===== config.mk =====
export PLATFORM = sky130hd
export DESIGN_NAME = game_datapath_flat
export DESIGN_NICKNAME = d
export VERILOG_FILES = /design/src/rtl/game_pkg.sv /design/src/rtl/game_datapath_if.sv /design/src/rtl/game_timer.sv /design/src/rtl/game_datapath.sv /design/src/flat_wrapper.sv
export SDC_FILE = /design/constraint.sdc
export NUM_CORES = 1
export LEC_CHECK = 0
export CORE_MARGIN = 2
export CORE_UTILIZATION = 60
export DETAILED_ROUTE_END_ITERATION = 10
export PLACE_DENSITY = 0.8
export SLEW_MARGIN = 30
export SYNTH_ARGS = -nofsm -noshare
export SYNTH_HDL_FRONTEND = slang
export SYNTH_SLANG_ARGS = --single-unit

===== constraint.sdc =====
create_clock -name clk -period 7.87 [get_ports clk]
set_input_delay 1.574 -clock clk [delete_from_list [all_inputs] [get_ports clk]]
set_output_delay 1.574 -clock clk [all_outputs]
set_load 0.02 [all_outputs]

===== src/rtl/game_pkg.sv =====
// Shared whack-a-mole state encodings and default timing.
// Used by the game FSM and the datapath.
package game_pkg;

  typedef enum logic [3:0] {
    S_START = 4'd0,
    S_GAME  = 4'd1,
    S_MOLE1 = 4'd2,
    S_MOLE2 = 4'd3,
    S_MOLE3 = 4'd4,
    S_MOLE4 = 4'd5,
    S_OVER  = 4'd6
  } state_e;

  localparam int unsigned CLK_PER_SEC_DEF  = 50_000_000;
  localparam int unsigned GAME_SECONDS_DEF = 30;
  localparam int unsigned GAP_TICKS_DEF    = 25_000_000;
  localparam int unsigned MOLE_TICKS_DEF   = 50_000_000;

  function automatic logic is_mole(input logic [3:0] s);
    return (s >= S_MOLE1) && (s <= S_MOLE4);
  endfunction

  function automatic logic [3:0] hole_led(input logic [3:0] s);
    return is_mole(s) ? (4'b0001 << (s - 4'd2)) : 4'b0000;
  endfunction

endpackage


===== src/rtl/game_datapath_if.sv =====
// FSM-facing bundle of the whack-a-mole datapath.
// master = game FSM / board side, slave = datapath.
interface game_datapath_if;
  logic [3:0] state;
  logic [3:0] key;
  logic       control_signal;
  logic       timer_signal;
  logic [3:0] mole_led;
  logic [7:0] score;
  logic [7:0] misses;
  logic [5:0] seconds_left;

  modport master (
    output state, key,
    input  control_signal, timer_signal, mole_led,
    input  score, misses, seconds_left
  );

  modport slave (
    input  state, key,
    output control_signal, timer_signal, mole_led,
    output score, misses, seconds_left
  );
endinterface


===== src/rtl/game_timer.sv =====
// Game seconds countdown with sticky expiry flag.
// Clears while i_clear; counts only while i_run.
module game_timer
  import game_pkg::*;
#(
  parameter int unsigned CLK_PER_SEC  = CLK_PER_SEC_DEF,
  parameter int unsigned GAME_SECONDS = GAME_SECONDS_DEF
) (
  input  logic       clk,
  input  logic       reset,
  input  logic       i_run,
  input  logic       i_clear,
  output logic [5:0] o_seconds_left,
  output logic       o_expired
);

  localparam int TW =
    (CLK_PER_SEC > 1) ? $clog2(CLK_PER_SEC) : 1;
  localparam logic [TW-1:0] TICK_LAST = TW'(CLK_PER_SEC - 1);

  logic [TW-1:0] r_tick;
  logic [5:0]    r_sec;
  logic          r_exp;

  always_ff @(posedge clk) begin
    if (reset || i_clear) begin
      r_tick <= '0;
      r_sec  <= 6'(GAME_SECONDS);
      r_exp  <= 1'b0;
    end else begin
      if (r_sec == 6'd0) r_exp <= 1'b1;
      if (i_run && r_sec != 6'd0) begin
        if (r_tick == TICK_LAST) begin
          r_tick <= '0;
          r_sec  <= r_sec - 6'd1;
        end else begin
          r_tick <= r_tick + 1'b1;
        end
      end
    end
  end

  assign o_seconds_left = r_sec;
  assign o_expired      = r_exp;

endmodule


===== src/rtl/game_datapath.sv =====
// Whack-a-mole datapath: key sync, mole/gap timing,
// score/miss counters and FSM handshake pulses.
module game_datapath
  import game_pkg::*;
#(
  parameter int unsigned CLK_PER_SEC  = CLK_PER_SEC_DEF,
  parameter int unsigned GAME_SECONDS = GAME_SECONDS_DEF,
  parameter int unsigned GAP_TICKS    = GAP_TICKS_DEF,
  parameter int unsigned MOLE_TICKS   = MOLE_TICKS_DEF
) (
  input logic      clk,
  input logic      reset,
  game_datapath_if.slave bus
);

  localparam int GW = $clog2(GAP_TICKS + 1);
  localparam int MW = $clog2(MOLE_TICKS + 1);
  localparam logic [GW-1:0] GAP_LAST  = GW'(GAP_TICKS - 1);
  localparam logic [MW-1:0] MOLE_LAST = MW'(MOLE_TICKS - 1);

  logic [3:0]    r_sync1, r_sync2, r_kprev;
  logic [1:0]    r_arm;
  logic [3:0]    r_prev_state, r_pend_state;
  logic          r_pending, r_ctrl, r_tprev;
  logic [7:0]    r_score, r_miss;
  logic [GW-1:0] r_gap;
  logic [MW-1:0] r_mole;

  logic [3:0]    w_state, w_led, w_edge;
  logic          w_start, w_game, w_mole, w_run;
  logic          w_entry, w_pend, w_timer;
  logic          w_hit, w_expire, w_tend, w_gfire, w_fire;
  logic [GW-1:0] w_gap_cur;
  logic [MW-1:0] w_mole_cur;
  logic [5:0]    w_secs;

  // Edges are ignored until the synchronizer holds real key data.
  always_comb begin
    w_state = (bus.state > 4'd6) ? S_START : bus.state;
    w_start = (w_state == S_START);
    w_game  = (w_state == S_GAME);
    w_mole  = is_mole(w_state);
    w_run   = w_game | w_mole;
    w_led   = hole_led(w_state);
    w_edge  = r_sync2 & ~r_kprev & {4{r_arm == 2'd3}};
    w_entry = (w_state != r_prev_state);
    w_pend  = r_pending && (w_state == r_pend_state);
    w_gap_cur  = w_entry ? '0 : r_gap;
    w_mole_cur = w_entry ? '0 : r_mole;
    w_hit    = w_mole && !w_pend && |(w_edge & w_led);
    w_expire = w_mole && !w_pend && (w_mole_cur == MOLE_LAST);
    w_tend   = w_mole && !w_pend && w_timer && !r_tprev;
    w_gfire  = w_game && !w_pend && (w_gap_cur == GAP_LAST);
    w_fire   = w_hit | w_expire | w_tend | w_gfire;
  end

  always_ff @(posedge clk) begin
    if (reset) begin
      r_sync1      <= '0;
      r_sync2      <= '0;
      r_kprev      <= '0;
      r_arm        <= '0;
      r_prev_state <= S_START;
      r_pend_state <= S_START;
      r_pending    <= 1'b0;
      r_ctrl       <= 1'b0;
      r_tprev      <= 1'b0;
      r_score      <= '0;
      r_miss       <= '0;
      r_gap        <= '0;
      r_mole       <= '0;
    end else begin
      r_sync1      <= bus.key;
      r_sync2      <= r_sync1;
      r_kprev      <= r_sync2;
      if (r_arm != 2'd3) r_arm <= r_arm + 2'd1;
      r_prev_state <= w_state;
      r_tprev      <= w_timer;
      r_ctrl       <= w_fire;
      if (w_start) begin
        r_pending <= 1'b0;
        r_score   <= '0;
        r_miss    <= '0;
        r_gap     <= '0;
        r_mole    <= '0;
      end else begin
        r_pending <= w_pend | w_fire;
        if (w_fire) r_pend_state <= w_state;
        if (w_game && !w_pend) r_gap <= w_gap_cur + 1'b1;
        if (w_mole && !w_pend) r_mole <= w_mole_cur + 1'b1;
        if (w_hit && r_score != 8'hFF)
          r_score <= r_score + 8'd1;
        if (w_expire && !w_hit && r_miss != 8'hFF)
          r_miss <= r_miss + 8'd1;
      end
    end
  end

  game_timer #(
    .CLK_PER_SEC  (CLK_PER_SEC),
    .GAME_SECONDS (GAME_SECONDS)
  ) u_timer (
    .clk            (clk),
    .reset          (reset),
    .i_run          (w_run),
    .i_clear        (w_start),
    .o_seconds_left (w_secs),
    .o_expired      (w_timer)
  );

  assign bus.control_signal = r_ctrl;
  assign bus.timer_signal   = w_timer;
  assign bus.mole_led       = w_led;
  assign bus.score          = r_score;
  assign bus.misses         = r_miss;
  assign bus.seconds_left   = w_secs;

endmodule


===== src/flat_wrapper.sv =====
// flat-port wrapper written by rule: the top's interface ports become plain ports
module game_datapath_flat import game_pkg::*;
#(
  parameter int unsigned CLK_PER_SEC  = CLK_PER_SEC_DEF,
  parameter int unsigned GAME_SECONDS = GAME_SECONDS_DEF,
  parameter int unsigned GAP_TICKS    = GAP_TICKS_DEF,
  parameter int unsigned MOLE_TICKS   = MOLE_TICKS_DEF
)
  (clk, reset, bus_state, bus_key, bus_control_signal, bus_timer_signal, bus_mole_led, bus_score, bus_misses, bus_seconds_left);
  game_datapath_if bus_i ();
  input logic clk;
  input logic reset;
  input wire logic [$bits(bus_i.state)-1:0] bus_state;
  input wire logic [$bits(bus_i.key)-1:0] bus_key;
  output wire logic [$bits(bus_i.control_signal)-1:0] bus_control_signal;
  output wire logic [$bits(bus_i.timer_signal)-1:0] bus_timer_signal;
  output wire logic [$bits(bus_i.mole_led)-1:0] bus_mole_led;
  output wire logic [$bits(bus_i.score)-1:0] bus_score;
  output wire logic [$bits(bus_i.misses)-1:0] bus_misses;
  output wire logic [$bits(bus_i.seconds_left)-1:0] bus_seconds_left;
  assign bus_i.state = bus_state;
  assign bus_i.key = bus_key;
  assign bus_control_signal = bus_i.control_signal;
  assign bus_timer_signal = bus_i.timer_signal;
  assign bus_mole_led = bus_i.mole_led;
  assign bus_score = bus_i.score;
  assign bus_misses = bus_i.misses;
  assign bus_seconds_left = bus_i.seconds_left;
  game_datapath #(.CLK_PER_SEC(CLK_PER_SEC), .GAME_SECONDS(GAME_SECONDS), .GAP_TICKS(GAP_TICKS), .MOLE_TICKS(MOLE_TICKS)) u_core (.clk(clk), .reset(reset), .bus(bus_i));
endmodule

== Word level (Yosys, flattened, before mapping) ==
Index checks and enable logic that the tools add are counted.
Storage, ports and cells
  bits in registers: 125
  bits of input ports: 10
  output and inout bits: 28
  logic and storage cells: 77
Operators by class
  $add $sub $neg: 8
  magnitude comparators: 3
  equal/unequal tests: 10
  shift operators: 1
  muxes and demuxes: 5
  bitwise logic cells: 10
  reduce and logical (&&, ||, !) cells: 24
Operator list (number)
  26-bit by 1-bit adder with 26-bit output, second input constant: 2
  26-bit equality test, second input constant: 2
  26-bit 2-to-1 mux: 2
  25-bit by 1-bit adder with 25-bit output, second input constant: 1
  25-bit equality test, second input constant: 1
  25-bit 2-to-1 mux: 1
  8-bit by 1-bit adder with 8-bit output, second input constant: 2
  8-bit != test, second input constant: 2
  1-bit logical AND: 13
  4-bit AND: 3
  4-bit 2-to-1 mux: 2
  6-bit zero test: 1
  6-bit nonzero test: 1
  6-bit by 1-bit subtractor with 6-bit output, second input constant: 1
  1-bit bitwise OR: 5
  4-bit by 1-bit equality test with 1-bit output, second input constant: 1
  4-bit equality test: 1
  4-bit by 2-bit greater-or-equal comparator with 1-bit output, second input constant: 1
  4-bit by 3-bit > comparator with 1-bit output, second input constant: 1
  4-bit by 3-bit less-or-equal comparator with 1-bit output, second input constant: 1
  4-bit zero test: 1
  4-bit != test: 1
  4-bit NOT: 1
  2-bit AND reduction: 2
  10 further kinds: 12

== Depth between registers and ports, before layout ==
  depth after elaboration: 12
  gate-level depth with buffers: 15
  mapped depth without buffers: 12

== By module ==
A second synthesis with hierarchy kept.
Unflattened totals
  cell total of the unflattened synthesis: 761
  area, all modules: 6293.5 um^2
Modules (own cells, without submodules)
  game_datapath: instances 1, cells an instance 574, area each 4673.2 um^2, sequential area each 1841.8 um^2
  game_timer: instances 1, cells an instance 187, area each 1620.3 um^2, sequential area each 660.6 um^2

== Worst setup path after synthesis ==
Ideal clock, no wire load.
  path type: input to output
  start point: in bus_state[0]
  end point: out bus_mole_led[0]
  arrival time: 3.240 ns
  required time: 6.296 ns
  path slack: 3.056 ns
  stages: 7
  path buffers: 2
  cells stage by stage: buf_2 clkbuf_1 a21oi_1 inv_1 ha_1 nor3b_1 nor3b_1
Between the ends
  longest elaborated chain between the ends: 5
  elaborated cells on any way between the ends: 8
  classes of those cells: 1 x add/sub; 3 x order compare; 1 x shift; 2 x mux; 1 x reduce/logical
RTL lines
  start, declared: line flat_wrapper.sv:13  | input wire logic [$bits(bus_i.state)-1:0] bus_state;
  4-bit by 3-bit > comparator with 1-bit output: line game_datapath.sv:39  | w_state = (bus.state > 4'd6) ? S_START : bus.state;
  4-bit 2-to-1 mux *: line game_datapath.sv:39
  4-bit by 2-bit subtractor with 4-bit output (tied with other cells): line game_pkg.sv:25  | return is_mole(s) ? (4'b0001 << (s - 4'd2)) : 4'b0000;
  1-bit by 4-bit left shift with 4-bit output / 1-bit logical AND (equally long branches): line game_pkg.sv:25, game_pkg.sv:21
  4-bit 2-to-1 mux *: line game_pkg.sv:25
  end, declared: line flat_wrapper.sv:17  | output wire logic [$bits(bus_i.mole_led)-1:0] bus_mole_led;
Mark *: on every way between the ends. The rest lies on a longest branch, timed or not.

== Worst setup path in the final report ==
  start point: in bus_state[3]
  end point: out bus_mole_led[0]
The elaborated chain is that of the path after synthesis.

==> flow_metrics.env <==
export IMPL_reg2reg_to="u_core.bus.misses[5]$_SDFFE_PP0P_"
export IMPL_max_cap_viol_count=0
export IMPL_hold_viol=0
export IMPL_core_mm2=0.009864
export IMPL_syn_num_nets=769
export IMPL_post_cts_resized=0
export IMPL_grt_antenna_before_repair=0
export IMPL_yosysTopAreaCell="dfxtp_1"
export IMPL_hold_path_class="register to register"
export IMPL_min_period_ps=5822
export IMPL_status="finished clean"
export IMPL_synth_top_cell_area_share_pct=40.77
export IMPL_io_pins=38
export IMPL_clkSinkCount=125
export IMPL_synth_cells=750
export IMPL_cts_buffers=17
export IMPL_path_cells="clkdlybuf4s50_1 -> nand2b_1 -> a21oi_1 -> inv_1 -> ha_1 -> nor3b_1 -> nor3b_1 -> clkdlybuf4s50_1"
export IMPL_fmax_mhz=171.8
export IMPL_setup_worst_path_start="bus_state[3]"
export IMPL_routedWlPerCell_um=15.33
export IMPL_drcViolationCount=0
export IMPL_ys_flop_type="dfxtp_1"
export IMPL_grt_use_total_pct=26.31
export IMPL_grt_first_pass_wirelength_mm=23.89
export IMPL_criticalPathCategory="input port to primary output"
export IMPL_endpoint="bus_mole_led[0]"
export IMPL_synth_edf_count=0
export IMPL_rows=36
export IMPL_crit_fanout=12
export IMPL_nFillCells=750
export IMPL_cts_buffer_depth=2
export IMPL_routed_wl_mm=14.08
export IMPL_ff2ff_setup_slack_ps=4020
export IMPL_initial_core_util_pct=62.23
export IMPL_ys_ff_latch=125
export IMPL_powerDensity_mw_per_mm2=205.2
export IMPL_cts_htree_levels=4
export IMPL_vdd_drop_max_uv=229.6
export IMPL_die_area_mm2=0.01106
export IMPL_globalplace_congestion=0.8246
export IMPL_mappedNetlistArea_mm2=0.006138
export IMPL_yosys_top_cells_area="dfxtp_1 (41%), nor2_1 (5.6%), a21oi_1 (5.3%)"
export IMPL_crit_required_ps=6300
export IMPL_vias=5539
export IMPL_synth_seq_area_share_pct=40.77
export IMPL_dr_pass1_iters=5
export IMPL_post_cts_buffers=0
export IMPL_drt_iter0_markers=282
export IMPL_slowest_stage="clkdlybuf4s50_1"
export IMPL_rsz0062_at_grt="no"
export IMPL_timing_slew_headroom_pct=47.30
export IMPL_antenna_cells=0
export IMPL_root_buffer="clkbuf_8"
export IMPL_area_growth_pct=16.16
export IMPL_cts_tree="built"
export IMPL_dieWidth_um=105.1
export IMPL_layout_common_cells="dfxtp_1 (125), nor2_1 (92), a21oi_1 (65)"
export IMPL_dp_hpwl_mm=8.972
export IMPL_overflow=0
export IMPL_layout_worst_path_cycle_share_pct=73.97
export IMPL_endpoint_kind="primary output"
export IMPL_ys_warn_count=0
export IMPL_fin_util_pct=72.29
export IMPL_nets=793
export IMPL_worstPathArrival_ps=4250
export IMPL_grt_pass1_vias=5240
export IMPL_synthArstFlopShare_pct=0
export IMPL_via_per_inst=6.027
export IMPL_r2r_start="u_core.r_prev_state[1]$_SDFF_PP0_"
export IMPL_cp_start_kind="input port"
export IMPL_reg2reg_depth=12
export IMPL_skew_ps=5.044
export IMPL_postCtsHoldBufs=0
export IMPL_die_h_um=105.1
export IMPL_drive_gt1_share_pct=5.980
export IMPL_clk_latency_ps=520
export IMPL_syn_avg_cell_area_um2=8.185
export IMPL_post_synth_num_cell_types=61
export IMPL_layout_commonest_cell="dfxtp_1"
export IMPL_critPathMaxStageDelay_ps=640
export IMPL_slew_viol_final=0
export IMPL_cellLeakagePower_nw=2.314
export IMPL_finalSetupTns_ps=0
export IMPL_worst_slew_pin_slew_ps=788.0
export IMPL_ant_nets=0
export IMPL_clk_pin_slew_worst_paths_ps=60
export IMPL_holdPathStages=1
export IMPL_grt_max_degree=71
export IMPL_io_buffer_count=37
export IMPL_finalSetupViolCount=0
how the worst min path moves through the flow:
| stage | start | end | slack [ps] |
|---|---|---|---|
| floorplan | u_core.r_sync1[0]$_SDFF_PP0_ | u_core.r_sync2[0]$_SDFF_PP0_ | 410 |
| finish | u_core.r_sync1[1]$_SDFF_PP0_ | u_core.r_sync2[1]$_SDFF_PP0_ | 450 |
| global placement | u_core.r_sync1[3]$_SDFF_PP0_ | u_core.r_sync2[3]$_SDFF_PP0_ | 420 |
| detailed placement | u_core.r_sync1[3]$_SDFF_PP0_ | u_core.r_sync2[3]$_SDFF_PP0_ | 440 |
| global route | u_core.r_sync1[3]$_SDFF_PP0_ | u_core.r_sync2[3]$_SDFF_PP0_ | 460 |
| CTS | u_core.r_sync1[3]$_SDFF_PP0_ | u_core.r_sync2[3]$_SDFF_PP0_ | 450 |
logic make-up after synthesis:
family,share of synthesized area (%)
AOI/OAI and AO/OA,14.61
adders and majority gates,1.835
and+or+nand+nor,31.70
DFF,40.77
muxes,1.305
buffers and inverters,3.730
other,0.06109
xor gates and xnor gates,5.993
through the flow:
stage                     setup slack (ps)  instances  hold slack [ps]  cell area (um2)  total power, mW
after floorplan                       3056        750            413.8             6138           0.7095
after global placement                2102        888            417.6             6560           0.7256
after detailed placement              1922        888            438.0             6560           0.7277
after CTS                             2025        919            452.5             7131            1.473
after global routing                  1745        919            464.1             7131            1.510
final                                 2048        919            450.1             7131            1.463
synth_stat cells (all sizes together) (12+ instances only):
cell type  number
nand4          13
xnor2          20
inv            17
xor2           22
nand2          39
or3            25
a21oi          65
clkbuf         20
and2           19
dfxtp         125
and3           20
buf            16
nor2b          15
nor3           18
nand3b         15
nand3          40
nor4           12
nor2           93
o21ai          55
where the power goes:
group,total (mW),internal [mW],switching (mW)
Clock,0.748,0.458,0.291
Combinational,0.0727,0.0250,0.0476
Sequential,0.642,0.639,0.00313
Total,1.46,1.12,0.341
routing by layer:
| layer | vias up | wire (um) | global-route usage [%] |
|---|---|---|---|
| met5 | - | 0 | 0 |
| met4 | 0 | 265 | 9.810 |
| met3 | 22 | 728 | 6.737 |
| met2 | 137 | 7011 | 44.81 |
| met1 | 2653 | 6078 | 31.91 |
| li1 | 2727 | - | - |
layout make-up:
type / instances / area (um2) / area share, %
Sequential cell: 125 / 2502 / 35.09
Clock buffer: 18 / 427.9 / 6.001
Clock inverter: 13 / 142.6 / 2.000
Inverter: 17 / 63.81 / 0.8949
Timing Repair Buffer: 41 / 400.4 / 5.615
Multi-Input combinational cell: 572 / 3427 / 48.06
Tap cell: 133 / 166.4 / 2.334
flip-flops by register name, summed over array words and instances, names as in the netlist:
register and cells:
u_core.r_sync2 4, u_core.u_timer.o_expired 1, u_core.u_timer.r_tick 26, u_core.r_kprev 4, u_core.r_prev_state 4, u_core.r_tprev 1, u_core.r_pending 1, u_core.r_mole 26
u_core.u_timer.o_seconds_left 6, u_core.r_pend_state 4, u_core.r_arm 2, u_core.bus.misses 8, u_core.bus.control_signal 1, u_core.bus.score 8, u_core.r_gap 25, u_core.r_sync1 4
critical path, delay by kind of cell:
kind	cells	cell delay, ps
buf+inv	3	1350
simple gates	3	870
fa+ha+maj	1	260
compound gates	1	180
Note: power is estimated with default switching activity, not from simulation.
